<file path="config.mk">
export PLATFORM = sky130hd
export DESIGN_NAME = id_scoreboard_flat
export DESIGN_NICKNAME = d
export VERILOG_FILES = /design/src/rtl/id_scoreboard_if.sv /design/src/rtl/id_scoreboard.sv /design/src/flat_wrapper.sv
export SDC_FILE = /design/constraint.sdc
export NUM_CORES = 1
export LEC_CHECK = 0
export ABC_AREA = 1
export BUFFER_PORTS_ARGS = -buffer_cell sky130_fd_sc_hd__buf_2
export CORE_MARGIN = 5
export CORE_UTILIZATION = 35
export DETAILED_ROUTE_END_ITERATION = 12
export MAX_ROUTING_LAYER = met4
export PLACE_DENSITY_LB_ADDON = 0.3
export SLEW_MARGIN = 20
export SYNTH_ARGS = -nofsm -noshare
export SYNTH_HDL_FRONTEND = slang
export SYNTH_SLANG_ARGS = --single-unit
</file>
<file path="constraint.sdc">
create_clock -name clk -period 2.95 [get_ports clk]
set_input_delay 0.295 -clock clk [delete_from_list [all_inputs] [get_ports clk]]
set_output_delay 0.295 -clock clk [all_outputs]
set_load 0.05 [all_outputs]
</file>
<file path="src/rtl/id_scoreboard_if.sv">
// Bundle of the scoreboard's decode-side signals: issue, retire, kill,
// source read ports, forwarding taps and the resulting operands/stall.
interface id_scoreboard_if #(
   parameter int NREG = 32,
   parameter int DW   = 32,
   parameter int NRD  = 2,
   parameter int NFWD = 3
);
   localparam int AW = $clog2(NREG);

   // issue
   logic                iss_valid;
   logic                iss_we;
   logic [AW-1:0]       iss_dest;
   logic                iss_ready;
   // retire / kill
   logic                ret_valid;
   logic [AW-1:0]       ret_dest;
   logic                kill_valid;
   logic [AW-1:0]       kill_dest;
   // source read ports
   logic [NRD-1:0]      rd_need;
   logic [NRD*AW-1:0]   rd_addr;
   logic [NRD*DW-1:0]   rf_rdata;
   logic [NRD*DW-1:0]   rd_data;
   logic                rd_stall;
   // forwarding stages, index 0 youngest
   logic [NFWD-1:0]     fwd_valid;
   logic [NFWD-1:0]     fwd_we;
   logic [NFWD-1:0]     fwd_ready;
   logic [NFWD*AW-1:0]  fwd_dest;
   logic [NFWD*DW-1:0]  fwd_data;
   // status
   logic                sb_err;

   modport master (
      output iss_valid, iss_we, iss_dest, ret_valid, ret_dest, kill_valid, kill_dest,
             rd_need, rd_addr, rf_rdata, fwd_valid, fwd_we, fwd_ready, fwd_dest, fwd_data,
      input  iss_ready, rd_data, rd_stall, sb_err
   );

   modport slave (
      input  iss_valid, iss_we, iss_dest, ret_valid, ret_dest, kill_valid, kill_dest,
             rd_need, rd_addr, rf_rdata, fwd_valid, fwd_we, fwd_ready, fwd_dest, fwd_data,
      output iss_ready, rd_data, rd_stall, sb_err
   );
endinterface

</file>
<file path="src/rtl/id_scoreboard.sv">
// Register scoreboard for the decode stage: counts in-flight writers per
// architectural register, resolves operands through the forwarding network
// and raises a stall while a needed source is not yet available.
module id_scoreboard #(
   parameter int NREG  = 32,
   parameter int DW    = 32,
   parameter int NRD   = 2,
   parameter int NFWD  = 3,
   parameter int CNT_W = 2
) (
   input  logic         clk,
   input  logic         resetn,
   id_scoreboard_if.slave sb
);
   localparam int AW = $clog2(NREG);
   localparam logic [CNT_W-1:0] CNT_MAX = '1;

   logic [CNT_W-1:0] cnt_q [NREG];
   logic [CNT_W-1:0] cnt_d [NREG];
   logic             err_q;
   logic             err_d;
   logic             iss_fire;

   assign sb.sb_err = err_q;

   // Issue acceptance: only a saturated destination with no same-cycle release blocks issue.
   always_comb begin
      logic iss_tracked;
      logic dest_freed;
      iss_tracked = sb.iss_we && (sb.iss_dest != '0);
      dest_freed  = (sb.ret_valid  && (sb.ret_dest  == sb.iss_dest)) ||
                    (sb.kill_valid && (sb.kill_dest == sb.iss_dest));
      sb.iss_ready = !(iss_tracked && (cnt_q[sb.iss_dest] == CNT_MAX) && !dest_freed);
      iss_fire     = sb.iss_valid && sb.iss_ready && iss_tracked;
   end

   // Next counter values: issue/retire/kill on one register sum, clamped at zero.
   always_comb begin
      int v;
      // NOTE: every output of a combinational block gets a value on every path
      // (defaults first), otherwise synthesis infers a latch.
      err_d    = err_q;
      cnt_d[0] = '0;
      for (int r = 1; r < NREG; r++) begin
         v = int'(cnt_q[r]);
         if (iss_fire && (sb.iss_dest == AW'(r)))       v = v + 1;
         if (sb.ret_valid && (sb.ret_dest == AW'(r)))   v = v - 1;
         if (sb.kill_valid && (sb.kill_dest == AW'(r))) v = v - 1;
         if (v < 0) begin
            v     = 0;
            err_d = 1'b1;
         end
         cnt_d[r] = CNT_W'(v);
      end
   end

   // Counter and sticky error state; synchronous active-low reset wins over all events.
   always_ff @(posedge clk) begin
      // NOTE: sequential state uses non-blocking assignments so every flop samples
      // the pre-edge values; the counters are plain flops, so they are reset
      // explicitly rather than treated as an uninitialised memory.
      if (!resetn) begin
         for (int r = 0; r < NREG; r++) cnt_q[r] <= '0;
         err_q <= 1'b0;
      end else begin
         cnt_q <= cnt_d;
         err_q <= err_d;
      end
   end

   // Operand resolution and stall: youngest matching forwarding stage wins, r0 reads as zero.
   always_comb begin
      logic [AW-1:0] addr;
      logic          hit;
      logic          hit_rdy;
      logic [DW-1:0] hit_data;
      sb.rd_data  = '0;
      sb.rd_stall = 1'b0;
      for (int p = 0; p < NRD; p++) begin
         addr     = sb.rd_addr[p*AW +: AW];
         hit      = 1'b0;
         hit_rdy  = 1'b0;
         hit_data = '0;
         // Walk oldest to youngest so the youngest match overwrites older ones.
         for (int i = NFWD - 1; i >= 0; i--) begin
            if (sb.fwd_valid[i] && sb.fwd_we[i] && (sb.fwd_dest[i*AW +: AW] == addr)) begin
               hit      = 1'b1;
               hit_rdy  = sb.fwd_ready[i];
               hit_data = sb.fwd_data[i*DW +: DW];
            end
         end
         if (addr != '0) begin
            sb.rd_data[p*DW +: DW] = hit ? hit_data : sb.rf_rdata[p*DW +: DW];
            if (sb.rd_need[p] && (hit ? !hit_rdy : (cnt_q[addr] != '0)))
               sb.rd_stall = 1'b1;
         end
      end
   end
endmodule

</file>
<file path="src/flat_wrapper.sv">
// flat-port wrapper written by rule: the top's interface ports become plain ports
module id_scoreboard_flat 
#(
   parameter int NREG  = 32,
   parameter int DW    = 32,
   parameter int NRD   = 2,
   parameter int NFWD  = 3,
   parameter int CNT_W = 2
)
  (clk, resetn, sb_iss_valid, sb_iss_we, sb_iss_dest, sb_ret_valid, sb_ret_dest, sb_kill_valid, sb_kill_dest, sb_rd_need, sb_rd_addr, sb_rf_rdata, sb_fwd_valid, sb_fwd_we, sb_fwd_ready, sb_fwd_dest, sb_fwd_data, sb_iss_ready, sb_rd_data, sb_rd_stall, sb_sb_err);
  id_scoreboard_if #(.NREG(NREG), .DW(DW), .NRD(NRD), .NFWD(NFWD)) sb_i ();
  input  logic clk;
  input  logic resetn;
  input wire logic [$bits(sb_i.iss_valid)-1:0] sb_iss_valid;
  input wire logic [$bits(sb_i.iss_we)-1:0] sb_iss_we;
  input wire logic [$bits(sb_i.iss_dest)-1:0] sb_iss_dest;
  input wire logic [$bits(sb_i.ret_valid)-1:0] sb_ret_valid;
  input wire logic [$bits(sb_i.ret_dest)-1:0] sb_ret_dest;
  input wire logic [$bits(sb_i.kill_valid)-1:0] sb_kill_valid;
  input wire logic [$bits(sb_i.kill_dest)-1:0] sb_kill_dest;
  input wire logic [$bits(sb_i.rd_need)-1:0] sb_rd_need;
  input wire logic [$bits(sb_i.rd_addr)-1:0] sb_rd_addr;
  input wire logic [$bits(sb_i.rf_rdata)-1:0] sb_rf_rdata;
  input wire logic [$bits(sb_i.fwd_valid)-1:0] sb_fwd_valid;
  input wire logic [$bits(sb_i.fwd_we)-1:0] sb_fwd_we;
  input wire logic [$bits(sb_i.fwd_ready)-1:0] sb_fwd_ready;
  input wire logic [$bits(sb_i.fwd_dest)-1:0] sb_fwd_dest;
  input wire logic [$bits(sb_i.fwd_data)-1:0] sb_fwd_data;
  output wire logic [$bits(sb_i.iss_ready)-1:0] sb_iss_ready;
  output wire logic [$bits(sb_i.rd_data)-1:0] sb_rd_data;
  output wire logic [$bits(sb_i.rd_stall)-1:0] sb_rd_stall;
  output wire logic [$bits(sb_i.sb_err)-1:0] sb_sb_err;
  assign sb_i.iss_valid = sb_iss_valid;
  assign sb_i.iss_we = sb_iss_we;
  assign sb_i.iss_dest = sb_iss_dest;
  assign sb_i.ret_valid = sb_ret_valid;
  assign sb_i.ret_dest = sb_ret_dest;
  assign sb_i.kill_valid = sb_kill_valid;
  assign sb_i.kill_dest = sb_kill_dest;
  assign sb_i.rd_need = sb_rd_need;
  assign sb_i.rd_addr = sb_rd_addr;
  assign sb_i.rf_rdata = sb_rf_rdata;
  assign sb_i.fwd_valid = sb_fwd_valid;
  assign sb_i.fwd_we = sb_fwd_we;
  assign sb_i.fwd_ready = sb_fwd_ready;
  assign sb_i.fwd_dest = sb_fwd_dest;
  assign sb_i.fwd_data = sb_fwd_data;
  assign sb_iss_ready = sb_i.iss_ready;
  assign sb_rd_data = sb_i.rd_data;
  assign sb_rd_stall = sb_i.rd_stall;
  assign sb_sb_err = sb_i.sb_err;
  id_scoreboard #(.NREG(NREG), .DW(DW), .NRD(NRD), .NFWD(NFWD), .CNT_W(CNT_W)) u_core (.clk(clk), .resetn(resetn), .sb(sb_i));
endmodule
</file>
==> results.py <==
metrics = {
    "run_status": {
        "outcome": "complete, but fails checks",
        "violations": "negative setup slack",
    },
    "power_and_ir_drop": {
        "ir_drop_v": 0.000265,
        "total_power_uw": 4020,
        "total_leakage_power_uw": 0.00893,
        "p_per_area_mw_per_mm2": 216,
    },
    "finish": {
        "syn_to_final_growth_pct": 46.2,
        "finalNonFillerCells": 3442,
        "final_util_pct": 52.1,
        "finish.instance_area_mm2": 0.0186,
        "layout.nets": 3285,
        "drive_above_1_share_pct": 30.5,
    },
    "clocking": {
        "h-tree-depth": 3,
        "path_clk_slew_ns": 0.06,
        "hold_buffers": 0,
        "clockBufferDepth": 2,
        "cts.sinks": 63,
        "clkLatencyLatePin_ns": 0.36,
        "cts_buffers": 9,
        "root_buffer": "clkbuf_16",
        "cts_tree": "built",
    },
    "logic_synthesis": {
        "ys.flop_type": "dfxtp_1",
        "syn_area_per_cell_um2": 5.34,
        "syn_area_mm2": 0.0127,
        "syn-num-nets": 2697,
        "yosysWarnings": 0,
        "yosys.area.top_type": "nand2_1",
        "synth_top_area_share_pct": 17.9,
        "ys_async_sr_fraction_pct": 0,
        "synth-edff-count": 0,
        "yosysSeqAreaShare_pct": 9.90,
        "synth-seq-cells": 63,
        "yosysUniqueCellTypes": 50,
        "synthCells": 2387,
        "ys_top_cells_by_area": "nand2_1, inv_1, dfxtp_1",
    },
    "global_routing": {
        "grt_pass1_vias": 17200,
        "grt_pass1_wl_um": 91800,
        "grt_use_total_pct": 28.6,
        "gr-total-overflow": 0,
        "antenna_found_initial": 2,
        "grt_max_degree": 49,
    },
    "place": {
        "place_inst": 3383,
        "place_congestion": 1.00,
        "port_buffers": 283,
        "placed_area_mm2": 0.0173,
        "dpl.hpwl_um": 48100,
    },
    "timing": {
        "maxSlewViolCount": 0,
        "clock.fmax_ghz": 0.296,
        "rsz0062_at_grt": "yes",
        "period_share_pct": 114,
        "finalHoldViolCount": 0,
        "fin_ws_ns": -0.426,
        "worst_pin_slew_ns": 1.08,
        "finClkSkew_ns": 0.00834,
        "setup_violations": 29,
        "period_needed_ns": 3.38,
        "slew-limit-headroom_pct": 28.1,
    },
    "setup_path": {
        "path_common_cell": "nor2_1",
        "ff2ff_setup_slack_ns": -0.42,
        "r2r_cells": 32,
        "arrival_ns": 3.62,
        "worstPathMaxFanout": 11,
        "critical_path.startpoint_type": "input port",
        "cp.required_ns": 3.20,
        "max_stage_delay_ns": 0.28,
        "cp_slowest_cell": "ha_1",
        "path_class": "input port to flip-flop",
        "cp-end-kind": "flip-flop",
    },
    "worst_hold_path": {
        "hold_depth": 5,
        "min_path_type": "input port to flip-flop",
    },
    "die": {
        "initial_core_util_pct": 35.6,
        "row_count": 69,
        "die-width_um": 201,
        "core_area_mm2": 0.0357,
        "dieHeight_um": 201,
        "boundaryPins": 284,
        "dieArea_mm2": 0.0403,
    },
    "flow_run": {
        "drv_cap": 0,
    },
    "drt": {
        "wirelength_um": 60900,
        "wire_per_inst_um": 17.7,
        "drtIter0Drc": 1899,
        "drtPass1Iterations": 6,
        "vias": 18400,
        "drt-vias-per-instance": 5.34,
        "antenna_left": 0,
        "route.detailed.drc": 0,
    },
}
[critical path: cells and delay by family]
family,cells,cell delay (ns)
simple gates,23,1.86
buf+inv,7,1.00
fa+ha+maj,2,0.46
[cell usage in the layout, fill, tap and decap left out, types with 8 or more instances in the layout]
cell type / count
a21oi_1: 82
a21oi_2: 17
a221oi_1: 9
a22oi_1: 31
buf_12: 20
buf_2: 277
buf_4: 353
clkbuf_16: 13
dfxtp_1: 55
ha_1: 76
ha_2: 9
ha_4: 8
inv_1: 354
inv_2: 16
nand2_1: 556
nand2_2: 59
nand3_1: 211
nand3_2: 15
nand3_4: 20
nand3b_1: 9
nand4_1: 79
nor2_1: 311
nor2_2: 19
nor2_4: 10
nor3_1: 20
o211ai_1: 31
o21ai_0: 135
o21ai_1: 18
o21ai_2: 11
o22ai_1: 15
or2_2: 13
xnor2_1: 21
xor2_1: 21
[sequential cells by signal (all words and copies together) (netlist names)]
register,cells
u_core.cnt_q,62
u_core.sb.sb_err,1
[synthesized netlist by cell type (11+ instances only)]
cell        n
nand3_2    18
a21oi_1    97
xor2_1     21
ha_1       93
nand2_1   609
clkbuf_1   56
o211ai_1   31
o22ai_1    15
xnor2_1    21
or2_2      18
buf_1      11
dfxtp_1    63
nor2_1    332
inv_1     362
buf_6      13
nand4_1    79
nor3_1     21
nand3_1   226
o21ai_0   153
a22oi_1    31
[where the power goes]
| group | internal, uW | switching (uW) |
|---|---|---|
| combinational | 670 | 1180 |
| sequential | 878 | 28.8 |
| clock | 804 | 459 |
| total | 2350 | 1670 |
[cell families (layout without fill, tap and decap cells)]
group,after synthesis,count (layout),share of synthesized area (%)
compound gates,381,381,17.5
simple gates,1341,1341,45.8
fa+ha+maj,93,93,9.13
flops,63,63,9.90
xor+xnor,42,42,2.89
other cells,0,2,0
buf+inv,467,1059,14.8
[final timing paths]
check                                 from                             to
max                         sb_iss_dest[1]  u_core.sb.sb_err$_SDFFE_PN0P_
min                          sb_kill_valid    u_core.cnt_q[56]$_SDFF_PP0_
max reg2reg    u_core.cnt_q[22]$_SDFF_PP0_  u_core.sb.sb_err$_SDFFE_PN0P_
min reg2reg  u_core.sb.sb_err$_SDFFE_PN0P_  u_core.sb.sb_err$_SDFFE_PN0P_
[metal layers]
layer	up-vias	global-route usage, %	wire length, um
li1	8971	-	-
met1	8439	35.1	25100
met2	818	48.8	28900
met3	144	3.75	4380
met4	0	9.19	2530
met5	-	-	0
[cell type report]
| type | count | area [um2] |
|---|---|---|
| fillers | 3717 | 17100 |
| multi-input cells | 1857 | 10300 |
| repair buffers | 668 | 4680 |
| inverters | 376 | 1440 |
| flip-flops and latches | 63 | 1280 |
| well taps | 461 | 577 |
| clock buffers | 12 | 267 |
| clock inverters | 3 | 65.1 |
| diodes | 2 | 5.00 |
[timing repair]
action | 4_1_cts | 5_1_grt
pin swaps | 2 | 63
buffers inserted | 0 | 38
endpoints found under the hold margin | 0 | 0
setup endpoints to repair | 41 | 96
gates cloned | 0 | 4
gates resized for setup | 26 | 148
[per-stage QoR]
stage	TNS, ns	hold slack [ns]	setup slack, ns
after floorplan	-0.0406	0.459	-0.0406
after detailed placement	-24.53	0.711	-1.02
after global routing	-14.88	0.661	-0.646
final	-1.54	0.636	-0.426
after CTS	-0.557	0.625	-0.372
after global placement	-20.75	0.710	-1.03
Power figures use the tool's default switching activity.
